**src/rtl/mux_pkg.sv**
```systemverilog
`default_nettype none
// ============================================================================
//  Module      : mux_pkg
//  Description : Shared definitions for the registered arbitrating mux.
//                Holds the arbitration mode encoding and the width helpers
//                that size the channel-index fields.
//  Ports       : none (package)
//  Revision    : 1.0 - initial release
// ============================================================================
package mux_pkg;

   // Arbitration mode selected by the 'mode' input.
   typedef enum logic {
      MODE_FIXED = 1'b0,
      MODE_RR    = 1'b1
   } mode_e;

   // Ceiling log2; clog2(1) = 0.
   function automatic int clog2(input int n);
      int r;
      int v;
      r = 0;
      v = n - 1;
      while (v > 0) begin
         r = r + 1;
         v = v >> 1;
      end
      return r;
   endfunction

   // Channel-index width: never narrower than one bit.
   function automatic int sel_width(input int n);
      return (clog2(n) < 1) ? 1 : clog2(n);
   endfunction

endpackage
`default_nettype wire

```
**src/rtl/mux_arb_reg_rr_grant.sv**
```systemverilog
`default_nettype none
// ============================================================================
//  Module      : rr_grant
//  Description : Purely combinational grant selection. Fixed mode grants the
//                channel named by sel (if valid and in range); round-robin
//                mode grants the first valid channel at or after ptr,
//                wrapping from NUM_IN-1 back to 0.
//  Ports       : valid     - per-channel valid
//                ptr       - round-robin starting index
//                mode      - 0 fixed select, 1 round-robin
//                sel       - fixed-mode channel index
//                grant     - granted channel index
//                grant_vld - a grant exists this cycle
//  Revision    : 1.0 - initial release
// ============================================================================
module rr_grant
   import mux_pkg::*;
#(
   parameter int NUM_IN = 4,
   parameter int SEL_W  = 2
) (
   input  logic [NUM_IN-1:0] valid,
   input  logic [SEL_W-1:0]  ptr,
   input  logic              mode,
   input  logic [SEL_W-1:0]  sel,
   output logic [SEL_W-1:0]  grant,
   output logic              grant_vld
);

   localparam logic [SEL_W:0] c_NUM = (SEL_W+1)'(NUM_IN);

   logic [NUM_IN-1:0] w_rot;   // valid rotated so that bit 0 is channel ptr
   logic [SEL_W:0]    w_sum;   // ptr + offset before wrap

   always_comb begin
      grant     = '0;
      grant_vld = 1'b0;
      w_rot     = NUM_IN'({valid, valid} >> ptr);
      w_sum     = '0;
      if (mode == MODE_FIXED) begin
         // Comparing against every legal index means an out-of-range sel
         // simply matches nothing.
         for (int i = 0; i < NUM_IN; i++) begin
            if (sel == SEL_W'(i) && valid[i]) begin
               grant     = SEL_W'(i);
               grant_vld = 1'b1;
            end
         end
      end else begin
         // Scan downward so the smallest offset from ptr is written last.
         for (int k = NUM_IN - 1; k >= 0; k--) begin
            if (w_rot[k]) begin
               w_sum = {1'b0, ptr} + (SEL_W+1)'(k);
               if (w_sum >= c_NUM) begin
                  w_sum = w_sum - c_NUM;
               end
               grant     = w_sum[SEL_W-1:0];
               grant_vld = 1'b1;
            end
         end
      end
   end

endmodule
`default_nettype wire

```
**src/rtl/mux_arb_reg.sv**
```systemverilog
`default_nettype none
// ============================================================================
//  Module      : mux_arb_reg
//  Description : NUM_IN-channel arbitrating mux with a single registered
//                output slot. Fixed or round-robin arbitration, valid/ready
//                handshakes on both sides, one word per cycle when the
//                output drains and refills together.
//  Ports       : clk, rst_n          - clock, synchronous active-low reset
//                mode, sel           - arbitration mode / fixed channel
//                flush               - drop held word, reset RR pointer
//                in_data/valid/ready - flattened input channels
//                out_data/valid/src  - held word, its presence and source
//                out_ready           - downstream accepts out_data
//  Revision    : 1.0 - initial release
// ============================================================================
module mux_arb_reg
   import mux_pkg::*;
#(
   parameter  int WIDTH  = 32,
   parameter  int NUM_IN = 4,
   localparam int SEL_W  = sel_width(NUM_IN)
) (
   input  logic                    clk,
   input  logic                    rst_n,
   input  logic                    mode,
   input  logic [SEL_W-1:0]        sel,
   input  logic                    flush,
   input  logic [NUM_IN*WIDTH-1:0] in_data,
   input  logic [NUM_IN-1:0]       in_valid,
   output logic [NUM_IN-1:0]       in_ready,
   output logic [WIDTH-1:0]        out_data,
   output logic                    out_valid,
   input  logic                    out_ready,
   output logic [SEL_W-1:0]        out_src
);

   localparam logic [SEL_W-1:0] c_LAST = SEL_W'(NUM_IN - 1);

   logic [SEL_W-1:0] r_ptr;
   logic [WIDTH-1:0] r_out_data;
   logic [SEL_W-1:0] r_out_src;
   logic             r_out_valid;

   logic [SEL_W-1:0] w_grant;
   logic             w_grant_vld;
   logic             w_slot_free;
   logic             w_xfer;
   logic [SEL_W-1:0] w_ptr_next;
   logic [WIDTH-1:0] w_sel_data;

   rr_grant #(
      .NUM_IN (NUM_IN),
      .SEL_W  (SEL_W)
   ) u_grant (
      .valid     (in_valid),
      .ptr       (r_ptr),
      .mode      (mode),
      .sel       (sel),
      .grant     (w_grant),
      .grant_vld (w_grant_vld)
   );

   // The slot can accept a word if it is empty or being drained this cycle.
   assign w_slot_free = !r_out_valid || out_ready;
   // Reset and flush both block acceptance so no word is lost on those edges.
   assign w_xfer      = rst_n && !flush && w_slot_free && w_grant_vld;
   assign in_ready    = w_xfer ? (NUM_IN'(1) << w_grant) : '0;
   assign w_ptr_next  = (w_grant == c_LAST) ? '0 : (w_grant + SEL_W'(1));

   always_comb begin
      w_sel_data = '0;
      for (int i = 0; i < NUM_IN; i++) begin
         if (w_grant == SEL_W'(i)) begin
            w_sel_data = in_data[i*WIDTH +: WIDTH];
         end
      end
   end

   always_ff @(posedge clk) begin
      if (!rst_n) begin
         r_out_valid <= 1'b0;
         r_out_data  <= '0;
         r_out_src   <= '0;
         r_ptr       <= '0;
      end else if (flush) begin
         r_out_valid <= 1'b0;
         r_ptr       <= '0;
      end else if (w_xfer) begin
         r_out_valid <= 1'b1;
         r_out_data  <= w_sel_data;
         r_out_src   <= w_grant;
         if (mode == MODE_RR) begin
            r_ptr <= w_ptr_next;
         end
      end else if (out_ready) begin
         r_out_valid <= 1'b0;
      end
   end

   assign out_data  = r_out_data;
   assign out_valid = r_out_valid;
   assign out_src   = r_out_src;

endmodule
`default_nettype wire

```
**config.mk**
```make
export PLATFORM = sky130hd
export DESIGN_NAME = mux_arb_reg
export DESIGN_NICKNAME = d
export VERILOG_FILES = /design/src/rtl/mux_pkg.sv /design/src/rtl/mux_arb_reg_rr_grant.sv /design/src/rtl/mux_arb_reg.sv
export SDC_FILE = /design/constraint.sdc
export NUM_CORES = 1
export LEC_CHECK = 0
export ABC_AREA = 1
export BUFFER_PORTS_ARGS = -buffer_cell sky130_fd_sc_hd__buf_2
export CORE_MARGIN = 5
export CORE_UTILIZATION = 45
export CTS_BUF_LIST = sky130_fd_sc_hd__clkbuf_2 sky130_fd_sc_hd__clkbuf_4 sky130_fd_sc_hd__clkbuf_8
export CTS_CLUSTER_DIAMETER = 100
export DETAILED_ROUTE_END_ITERATION = 8
export PLACE_DENSITY = 0.86
export SLEW_MARGIN = 20
export SYNTH_ARGS = -nofsm -noshare
export SYNTH_HDL_FRONTEND = slang
export SYNTH_SLANG_ARGS = --single-unit
```
**constraint.sdc**
```tcl
create_clock -name clk -period 4.8 [get_ports clk]
set_input_delay 0.24 -clock clk [delete_from_list [all_inputs] [get_ports clk]]
set_output_delay 0.24 -clock clk [all_outputs]
set_load 0.01 [all_outputs]
```
==> impl_metrics.py, run 1 <==
metrics = {
    "clocking": {
        "cts_max_level": 2,
        "clockRootBuffer": "clkbuf_8",
        "holdBufCountCts": 0,
        "cts_sinks": 37,
        "clkTransAtPathRegs_ns": 0.08,
        "cts.path.max_buffers": 2,
        "cts_buffers": 5,
        "post_cts_buffers": 0,
        "clk_latency_ns": 0.29,
        "cts_tree": "built",
        "cts.repair.resized": 0,
    },
    "placed_design": {
        "gp_congestion": 0.956,
        "hpwl_um": 6530,
        "io_buffers": 177,
    },
    "sta": {
        "slew_viol_final": 0,
        "rsz0062_at_grt": "no",
        "fin_crit_sh": 0.707,
        "finalSetupViolCount": 0,
        "tightest_slew_ns": 0.916,
        "max-slew-margin-rel": 0.389,
        "setup-tns-final_ns": 0,
        "period_minus_slack_ns": 3.40,
        "timing_hold_violations_final": 0,
        "fin_worst_skew_ns": 0.00448,
        "whs_ns": 0.239,
        "clock.fmax_mhz": 295,
    },
    "grt": {
        "grt_usage": 0.223,
        "antenna_found_initial": 0,
        "grt_overflow": 0,
        "grt_pass1_vias": 3243,
        "grt_pass1_wl_um": 13700,
        "grt_max_degree": 70,
    },
    "power_and_ir_drop": {
        "seqPwrFrac": 0.353,
        "power.share.switching": 0.335,
        "p_switching_mw": 0.324,
        "p_comb_frac": 0.350,
        "leakagePower_nw": 1.92,
        "clockPowerShare": 0.297,
        "p_per_area_mw_per_mm2": 270,
        "intPower_mw": 0.642,
        "finalPower_mw": 0.966,
        "irDropWorstVdd_v": 0.000144,
    },
    "synth": {
        "seq_area_frac_synth": 0.284,
        "ys_types": 24,
        "syn_area_sq_mm": 0.00261,
        "synth_area_per_cell_sq_um": 6.10,
        "synth_nets": 571,
        "ys_warn_count": 0,
        "syn_inst": 428,
        "synth_seq_cells": 37,
    },
    "floorplanning": {
        "dieWidth_um": 86.2,
        "rows": 27,
        "die_h_um": 86.2,
        "ios": 178,
        "dieArea_sq_mm": 0.00742,
        "initial_core_util": 0.468,
        "core_region_area_sq_mm": 0.00557,
    },
    "routing": {
        "ant_nets": 0,
        "drtIter0Drc": 136,
        "drc_errors": 0,
        "viasPerCell": 5.20,
        "routed_wl_um": 8740,
        "vias": 3406,
        "detail_route.wl_per_cell_um": 13.3,
        "dr.pass1.iters": 5,
    },
    "critical_path": {
        "endpoint_kind": "output port",
        "cp_slowest_cell": "inv_1",
        "worstPathRequired_ns": 4.56,
        "critPathMostFrequentCell": "nand2_1",
        "critical_path.max_fanout": 33,
        "cp_num_buf_inv": 5,
        "criticalPathCategory": "register to output port",
        "crit_path_max_incr_delay_ns": 0.71,
        "worst_ep_arrival_time_ns": 3.16,
        "critical_path.top_delay_family": "buffers and inverters",
        "path_cells": "inv_4, nand2_2, nand3_1, nand2_1, nand2_1, nand2_1, nand2_1, nand2_1, nand2_1, nand2_1, inv_1, ha_1, buf_4, inv_1, nor2_1, buf_2",
        "startpoint_type": "register",
    },
    "finish": {
        "regArea_sq_um": 741,
        "diodes": 0,
        "drive_above_1_share": 0.360,
        "fin_nets": 725,
        "nFillCells": 537,
        "area_growth_pct": 37.1,
        "final_common_cell": "buf_2",
        "layout_common_cells": "buf_2 (177), nand2_1 (93), a21oi_1 (91)",
        "multiInputGateArea_sq_mm": 0.00162,
    },
    "flow_run": {
        "maxCapViolations": 0,
    },
    "outcome": {
        "status": "finished, final reports clean",
    },
    "min_path": {
        "hold_class": "input port to register",
    },
}
==> Yosys cell counts <==
master / n / share of area
nand2_2: 3 / 0.0072
nand3_1: 16 / 0.031
buf_6: 3 / 0.013
nor2_1: 41 / 0.059
nor2_4: 1 / 0.0043
xnor2_1: 1 / 0.0034
a21oi_2: 10 / 0.034
o21ai_0: 26 / 0.050
buf_2: 7 / 0.013
a21oi_1: 91 / 0.17
clkbuf_1: 19 / 0.027
ha_1: 4 / 0.019
inv_4: 2 / 0.0048
nand3_4: 1 / 0.0067
buf_4: 2 / 0.0058
nand2_1: 93 / 0.13
nand3_2: 1 / 0.0038
dfxtp_1: 37 / 0.28
nand2_4: 1 / 0.0043
inv_1: 23 / 0.033
nand4_1: 1 / 0.0024
o21ai_1: 41 / 0.079
nor2_2: 2 / 0.0048
buf_1: 2 / 0.0029
==> worst min-delay path, delay by kind of cell <==
kind / cells / cell delay [ns]
AOI/OAI and AO/OA: 2 / 0.18
buffers and inverters: 1 / 0.07
==> worst paths after layout <==
path | from | end | slack [ns] | depth (start not counted)
worst max-delay path | r_ptr[0] | in_ready[2] | 1.40 | 16
worst min-delay path | in_data[114] | out_data[18] | 0.24 | 3
worst max register to register | r_ptr[0] | out_data[19] | 1.47 | 18
worst min register to register | out_data[30] | out_data[30] | 0.52 | 2
==> sequential cells by signal (all words and copies together), names as in the netlist <==
signal	flops
out_data	32
out_src	2
r_ptr	2
out_valid	1
==> cell type report <==
cell class                 count  share of cell area
multi-input combinational    333               0.453
timing repair buffer         180               0.254
sequential                    37               0.207
inverter                      25              0.0276
clock buffer                   7              0.0252
tap                           72              0.0252
clock inverter                 1             0.00839
==> cell families after synthesis <==
group,after synthesis,synth area share
adder cells (fa/ha/maj),4,0.0192
XOR/XNOR,1,0.00336
flip-flops,37,0.284
AO/OA/AOI/OAI,168,0.337
buffers and inverters,58,0.100
AND/OR/NAND/NOR,160,0.257
==> per-stage QoR <==
stage | cells | setup WS [ns] | utilization | cell area [sq um]
after floorplan | 428 | 2.46 | - | 2610
after global placement | 647 | 1.60 | 0.619 | 3450
after detailed placement | 647 | 1.49 | 0.619 | 3450
after CTS | 655 | 1.45 | 0.640 | 3570
after global routing | 655 | 1.15 | 0.642 | 3580
final | 655 | 1.40 | 0.642 | 3580
==> layer usage <==
layer  share of wire  up-vias  routed length, um  GRT usage
met2            0.51      133               4470      0.425
met1            0.39     1512               3430      0.240
met3           0.075       17                651     0.0394
li1                -     1744                  -          -
met4           0.022        0                189     0.0849
met5               0        -                  0          0
==> power by group through the flow <==
stage | clock, mW | sequential (mW) | combinational, mW
final | 0.287 | 0.341 | 0.338
after global routing | 0.308 | 0.343 | 0.381
after CTS | 0.294 | 0.340 | 0.335
after detailed placement | 0 | 0.347 | 0.334
after global placement | 0 | 0.347 | 0.326
after floorplan | 0 | 0.356 | 0.210
(Power assumes the default switching activity.)
==> run 2, diff against run 1 <==
--- a/config.mk
+++ b/config.mk
@@ -5,14 +5,14 @@
 export SDC_FILE = /design/constraint.sdc
 export NUM_CORES = 1
 export LEC_CHECK = 0
-export ABC_AREA = 1
+export ABC_AREA = 0
 export BUFFER_PORTS_ARGS = -buffer_cell sky130_fd_sc_hd__buf_2
 export CORE_MARGIN = 5
-export CORE_UTILIZATION = 45
+export CORE_UTILIZATION = 39
 export CTS_BUF_LIST = sky130_fd_sc_hd__clkbuf_2 sky130_fd_sc_hd__clkbuf_4 sky130_fd_sc_hd__clkbuf_8
 export CTS_CLUSTER_DIAMETER = 100
 export DETAILED_ROUTE_END_ITERATION = 8
-export PLACE_DENSITY = 0.86
+export PLACE_DENSITY = 0.79
 export SLEW_MARGIN = 20
 export SYNTH_ARGS = -nofsm -noshare
 export SYNTH_HDL_FRONTEND = slang
==> constraint.sdc (replaced) <==
create_clock -name clk -period 2.8 [get_ports clk]
set_input_delay 0.14 -clock clk [delete_from_list [all_inputs] [get_ports clk]]
set_output_delay 0.14 -clock clk [all_outputs]
set_load 0.01 [all_outputs]
==> run 2 against run 1 <==
Register-to-register slack lost 1.2 ns. Wire length rose by 6.8%. Clock skew decreased by 0.0013 ns. Highest routed layer unchanged. Synthesized area down 0.38%. Worst hold slack lost 0.088 ns. Via count fell by 7.4%. Core utilization decreased by 7.9 points. Die area increased by 13%. Critical path depth shrank 7. Critical endpoint is now out_data[5]. Power is 56% higher.
==> impl_metrics.py, run 2 <==
metrics = {
    "grt": {
        "grt_max_degree": 40,
        "grt_usage": 0.212,
        "grt_pass1_vias": 3296,
        "grt_use_met3": 0.0532,
        "grt_overflow": 0,
        "antenna_found_initial": 0,
        "grt_pass1_wl_um": 14900,
        "use_met1": 0.243,
        "busiest_layer": "met2",
        "grtUsageMet2": 0.390,
    },
    "sta": {
        "slew_viol_final": 0,
        "fin_worst_skew_ns": 0.00322,
        "setup-tns-final_ns": 0,
        "period_minus_slack_ns": 2.49,
        "setup_slack_ns": 0.311,
        "finalSetupViolCount": 0,
        "timing_hold_violations_final": 0,
        "tightest_slew_ns": 0.613,
        "fin_crit_sh": 0.889,
        "rsz0062_at_grt": "no",
        "whs_ns": 0.151,
        "max-slew-margin-rel": 0.591,
        "clock.fmax_mhz": 402,
    },
    "clocking": {
        "cts.repair.resized": 0,
        "clkTransAtPathRegs_ns": 0.07,
        "holdBufCountCts": 0,
        "post_cts_buffers": 0,
        "cts_max_level": 2,
        "cts.path.max_buffers": 2,
        "cts_sinks": 37,
        "cts_tree": "built",
        "clk_latency_ns": 0.28,
        "clockRootBuffer": "clkbuf_8",
        "cts_buffers": 5,
    },
    "critical_path": {
        "startpoint_type": "register",
        "endpoint": "out_data[5]",
        "startpoint": "r_ptr[1]",
        "critical_path.max_fanout": 38,
        "r2r_setup_slack_ns": 0.31,
        "criticalPathCategory": "register to register",
        "worst_ep_arrival_time_ns": 2.67,
        "worstPathRequired_ns": 2.98,
        "r2r_end": "out_data[5]",
        "worstReg2RegStart": "r_ptr[1]",
        "r2r_cells": 9,
        "endpoint_kind": "register",
    },
    "min_path": {
        "hold_class": "input port to register",
        "hp-start": "flush",
    },
    "finish": {
        "largest_register_ff_count": 32,
        "drive_above_1_share": 0.433,
        "layout_common_cells": "buf_2 (177), nor2b_1 (38), dfxtp_1 (37)",
        "stdcell_count": 553,
        "final_common_cell": "buf_2",
        "utilization": 0.563,
        "fin_nets": 618,
        "area_growth_pct": 39.1,
        "diodes": 0,
        "nFillCells": 620,
    },
    "synth": {
        "synth_area_per_cell_sq_um": 8.23,
        "synth.top_cell.area_share": 0.285,
        "syn_area_sq_mm": 0.00260,
        "synthFlopType": "dfxtp_1",
        "seq_area_frac_synth": 0.285,
        "synth_area_leaders": "dfxtp_1 (28%), o221a_1 (14%), a221oi_1 (11%)",
        "synth_edf_count": 0,
        "netlist_top_cells_count": "nor2b_1 (39), dfxtp_1 (37), nand2_1 (33)",
        "synth_nets": 459,
        "synth_seq_cells": 37,
        "synthArstFlopShare": 0,
        "synth.most_common_cell": "nor2b_1",
        "yosysTopAreaCell": "dfxtp_1",
        "syn_inst": 316,
        "ys_warn_count": 0,
        "ys_types": 33,
    },
    "power_and_ir_drop": {
        "leakagePower_nw": 1.64,
        "p_per_area_mw_per_mm2": 418,
        "irDropWorstVdd_v": 0.000199,
    },
    "routing": {
        "vias": 3153,
        "routed_wl_um": 9330,
        "detail_route.wl_per_cell_um": 16.9,
        "drc_errors": 0,
        "viasPerCell": 5.70,
        "drtIter0Drc": 102,
        "ant_nets": 0,
        "dr.pass1.iters": 4,
    },
    "flow_run": {
        "maxCapViolations": 0,
    },
    "outcome": {
        "status": "finished, final reports clean",
    },
    "placed_design": {
        "place_ws_ns": 0.297,
        "io_buffers": 177,
        "hpwl_um": 6850,
        "gp_congestion": 0.753,
        "dp_cells": 545,
    },
    "floorplanning": {
        "initial_core_util": 0.405,
        "core_region_area_sq_mm": 0.00642,
        "dieArea_sq_mm": 0.00840,
        "rows": 29,
        "die_h_um": 91.7,
        "ios": 178,
        "dieWidth_um": 91.7,
    },
}
==> run 2: cell types whose count changed after synthesis, moves of 31 or more <==
| cell | before | now |
|---|---|---|
| a21oi_1 | 91 | 3 |
| nand2_1 | 93 | 33 |
| o21ai_1 | 41 | 0 |
| nor2b_1 | 0 | 39 |
| nor2_1 | 41 | 3 |
| a221oi_1 | 0 | 32 |
| o221a_1 | 0 | 32 |
| nor3_1 | 0 | 31 |
==> run 2: worst min path at each step <==
stage | slack, ns | cells past startpoint | end
3_3_place_gp | 0.43 | 3 | out_valid
5_1_grt | 0.18 | 3 | out_valid
3_5_place_dp | 0.44 | 3 | out_valid
6_report | 0.15 | 3 | out_valid
4_1_cts | 0.15 | 3 | out_valid
2_1_floorplan | 0.31 | 2 | out_valid
==> run 2: kinds of logic after synthesis <==
kind of cell	synth area share
and+or+nand+nor	0.301
AOI/OAI and AO/OA	0.300
buffers and inverters	0.0789
DFF	0.285
muxes	0.0154
adders and majority gates	0.0193
==> run 2: report_power, final <==
group	total [mW]	internal [mW]	switching, mW
Combinational	0.535	0.258	0.277
Sequential	0.586	0.565	0.0207
Clock	0.390	0.206	0.184
==> run 2: per-layer routing <==
layer	part of all wire	vias up
met2	0.51	130
met1	0.40	1490
met4	0.011	0
met5	0	-
li1	-	1523
met3	0.071	10
==> run 2: area by class of cell <==
type / instances / area (sq um) / share of cell area
clock buffer: 8 / 91.3 / 0.0253
inverter: 5 / 18.8 / 0.00519
tap: 77 / 96.3 / 0.0266
sequential: 37 / 741 / 0.205
timing repair buffer: 189 / 1000 / 0.277
multi-input combinational: 237 / 1670 / 0.461
==> run 2: stage by stage <==
stage | instance area (sq um) | total power, mW
floorplan | 2600 | 0.913
global placement | 3530 | 1.12
detailed placement | 3530 | 1.13
CTS | 3620 | 1.53
global route | 3620 | 1.61
finish | 3620 | 1.51
==> run 2: worst max-delay path, stage by stage (launching register included) <==
cell and delay (ns):
dfxtp_1 0.38, nand2_1 0.07, a211o_1 0.25, a31oi_1 0.35, inv_1 0.13, ha_2 0.36, buf_12 0.24, a221oi_1 0.25
nor3_1 0.10, o221a_1 0.23
==> run 3, diff against run 2 <==
--- a/config.mk
+++ b/config.mk
@@ -8,11 +8,10 @@
 export ABC_AREA = 0
 export BUFFER_PORTS_ARGS = -buffer_cell sky130_fd_sc_hd__buf_2
 export CORE_MARGIN = 5
-export CORE_UTILIZATION = 39
+export CORE_UTILIZATION = 30
 export CTS_BUF_LIST = sky130_fd_sc_hd__clkbuf_2 sky130_fd_sc_hd__clkbuf_4 sky130_fd_sc_hd__clkbuf_8
 export CTS_CLUSTER_DIAMETER = 100
 export DETAILED_ROUTE_END_ITERATION = 8
-export PLACE_DENSITY = 0.79
 export SLEW_MARGIN = 20
 export SYNTH_ARGS = -nofsm -noshare
 export SYNTH_HDL_FRONTEND = slang
==> run 3 against run 2 <==
Global-route usage decreased by 4.8 points. Worst hold slack got worse by 0.0059 ns. Power is 0.75% lower. Sequential power barely moved. First-iteration DRC count rose by 5.9%. Via count shrank 2.0%. Cell count rose by 4.9%. Core utilization down 14 points. Clock skew is 0.0090 ns higher. Wire length shrank 1.4%. Largest cell class unchanged. Highest routed layer unchanged.
==> impl_metrics.py, run 3 (synthesis gave the netlist of run 2 again) <==
metrics = {
    "grt": {
        "grt_usage": 0.164,
        "grt_pass1_wl_um": 14100,
        "grt_pass1_vias": 3054,
        "grt_overflow": 0,
        "antenna_found_initial": 0,
        "grt_max_degree": 66,
    },
    "finish": {
        "final_common_cell": "buf_2",
        "fin_nets": 615,
        "layout_common_cells": "buf_2 (177), nor2b_1 (38), dfxtp_1 (37)",
        "largest_register_ff_count": 32,
        "final_cell_area_sq_mm": 0.00362,
        "drive_above_1_share": 0.432,
        "diodes": 0,
        "area_growth_pct": 39.4,
        "stdcell_count": 580,
    },
    "sta": {
        "setup_slack_ns": 0.349,
        "period_minus_slack_ns": 2.45,
        "max-slew-margin-rel": 0.508,
        "slew_viol_final": 0,
        "fin_crit_sh": 0.875,
        "timing_hold_violations_final": 0,
        "clock.fmax_mhz": 408,
        "whs_ns": 0.145,
        "setup-tns-final_ns": 0,
        "rsz0062_at_grt": "no",
        "fin_worst_skew_ns": 0.0122,
        "finalSetupViolCount": 0,
        "tightest_slew_ns": 0.738,
    },
    "power_and_ir_drop": {
        "leakagePower_nw": 1.62,
        "p_per_area_mw_per_mm2": 414,
        "clockPowerShare": 0.260,
        "p_comb_frac": 0.349,
        "intPower_mw": 1.02,
        "irDropWorstVdd_v": 0.000176,
        "seqPwrFrac": 0.390,
        "p_switching_mw": 0.478,
        "power.share.switching": 0.319,
    },
    "clocking": {
        "clkTransAtPathRegs_ns": 0.08,
        "cts_buffers": 5,
        "holdBufCountCts": 0,
        "cts_max_level": 2,
        "clockRootBuffer": "clkbuf_8",
        "cts_sinks": 37,
        "cts.path.max_buffers": 2,
        "post_cts_buffers": 0,
        "cts_tree": "built",
        "clk_latency_ns": 0.28,
    },
    "routing": {
        "viasPerCell": 5.33,
        "ant_nets": 0,
        "detail_route.wl_per_cell_um": 15.9,
        "dr.pass1.iters": 4,
        "routed_wl_um": 9200,
        "drc_errors": 0,
        "vias": 3089,
        "drtIter0Drc": 108,
    },
    "floorplanning": {
        "dieArea_sq_mm": 0.0106,
        "core_region_area_sq_mm": 0.00859,
        "die_h_um": 103,
        "dieWidth_um": 103,
        "rows": 34,
        "ios": 178,
        "initial_core_util": 0.303,
    },
    "critical_path": {
        "endpoint_kind": "output port",
        "r2r_cells": 9,
        "r2r_setup_slack_ns": 0.39,
        "worst_ep_arrival_time_ns": 2.31,
        "worstPathRequired_ns": 2.66,
        "startpoint_type": "register",
        "worstReg2RegStart": "r_ptr[1]",
        "criticalPathCategory": "register to output port",
        "r2r_end": "out_data[10]",
        "critical_path.max_fanout": 33,
    },
    "placed_design": {
        "place_ws_ns": 0.137,
        "hpwl_um": 6720,
        "gp_congestion": 0.787,
        "io_buffers": 177,
        "dpl_cell_area_sq_mm": 0.00352,
        "dp_cells": 573,
    },
    "min_path": {
        "hold_class": "input port to register",
        "hp-start": "flush",
        "hold_depth": 3,
        "whs_endpoint": "out_valid",
    },
    "outcome": {
        "status": "finished, final reports clean",
    },
    "flow_run": {
        "maxCapViolations": 0,
    },
}
==> run 3: power by group through the flow <==
stage | logic [mW] | registers (mW) | clock network, mW
2_1_floorplan | 0.299 | 0.614 | 0
3_3_place_gp | 0.516 | 0.597 | 0
3_5_place_dp | 0.525 | 0.597 | 0
4_1_cts | 0.528 | 0.586 | 0.412
5_1_grt | 0.583 | 0.590 | 0.434
6_report | 0.524 | 0.586 | 0.391
==> run 3: repair_timing <==
item / 4_1_cts / 5_1_grt
resized for setup: 1 / 1
endpoints found under the setup margin: 1 / 11
cloned: 0 / 0
==> run 3: area by class of cell <==
type / count / area (sq um)
sequential: 37 / 741
clock buffer: 7 / 90.1
inverter: 5 / 18.8
tap: 108 / 135
multi-input combinational: 237 / 1690
fill: 881 / 4970
timing repair buffer: 186 / 953
==> run 3: through the flow <==
stage | util | power [mW]
after floorplan | - | 0.913
after global placement | 0.409 | 1.11
after detailed placement | 0.409 | 1.12
after CTS | 0.421 | 1.53
after global routing | 0.422 | 1.61
final | 0.422 | 1.50
==> run 3: worst max-delay path, stage by stage (launching register included) <==
cell and delay (ns):
dfxtp_1 0.40, nand2_1 0.07, a211o_1 0.25, a31oi_1 0.37
inv_1 0.17, ha_2 0.21, buf_4 0.24, and3_1 0.18
buf_2 0.13
==> run 3: layer usage <==
layer  vias up  GRT usage  share of wire
li1       1519          -              -
met1      1440      0.199           0.40
met2       120      0.289           0.51
met3        10     0.0372          0.079
met4         0     0.0458          0.010
met5         -          0              0
==> run 3: worst max path at each step <==
stage	startpoint	to	slack (ns)	cells after the start
final	r_ptr[1]	in_ready[3]	0.35	8
after global routing	r_ptr[1]	out_data[11]	0.11	9
after CTS	r_ptr[0]	in_ready[2]	0.24	6
after detailed placement	in_valid[0]	out_data[30]	0.14	8
after global placement	in_valid[0]	out_data[30]	0.31	8
after floorplan	r_ptr[1]	out_data[0]	0.55	10
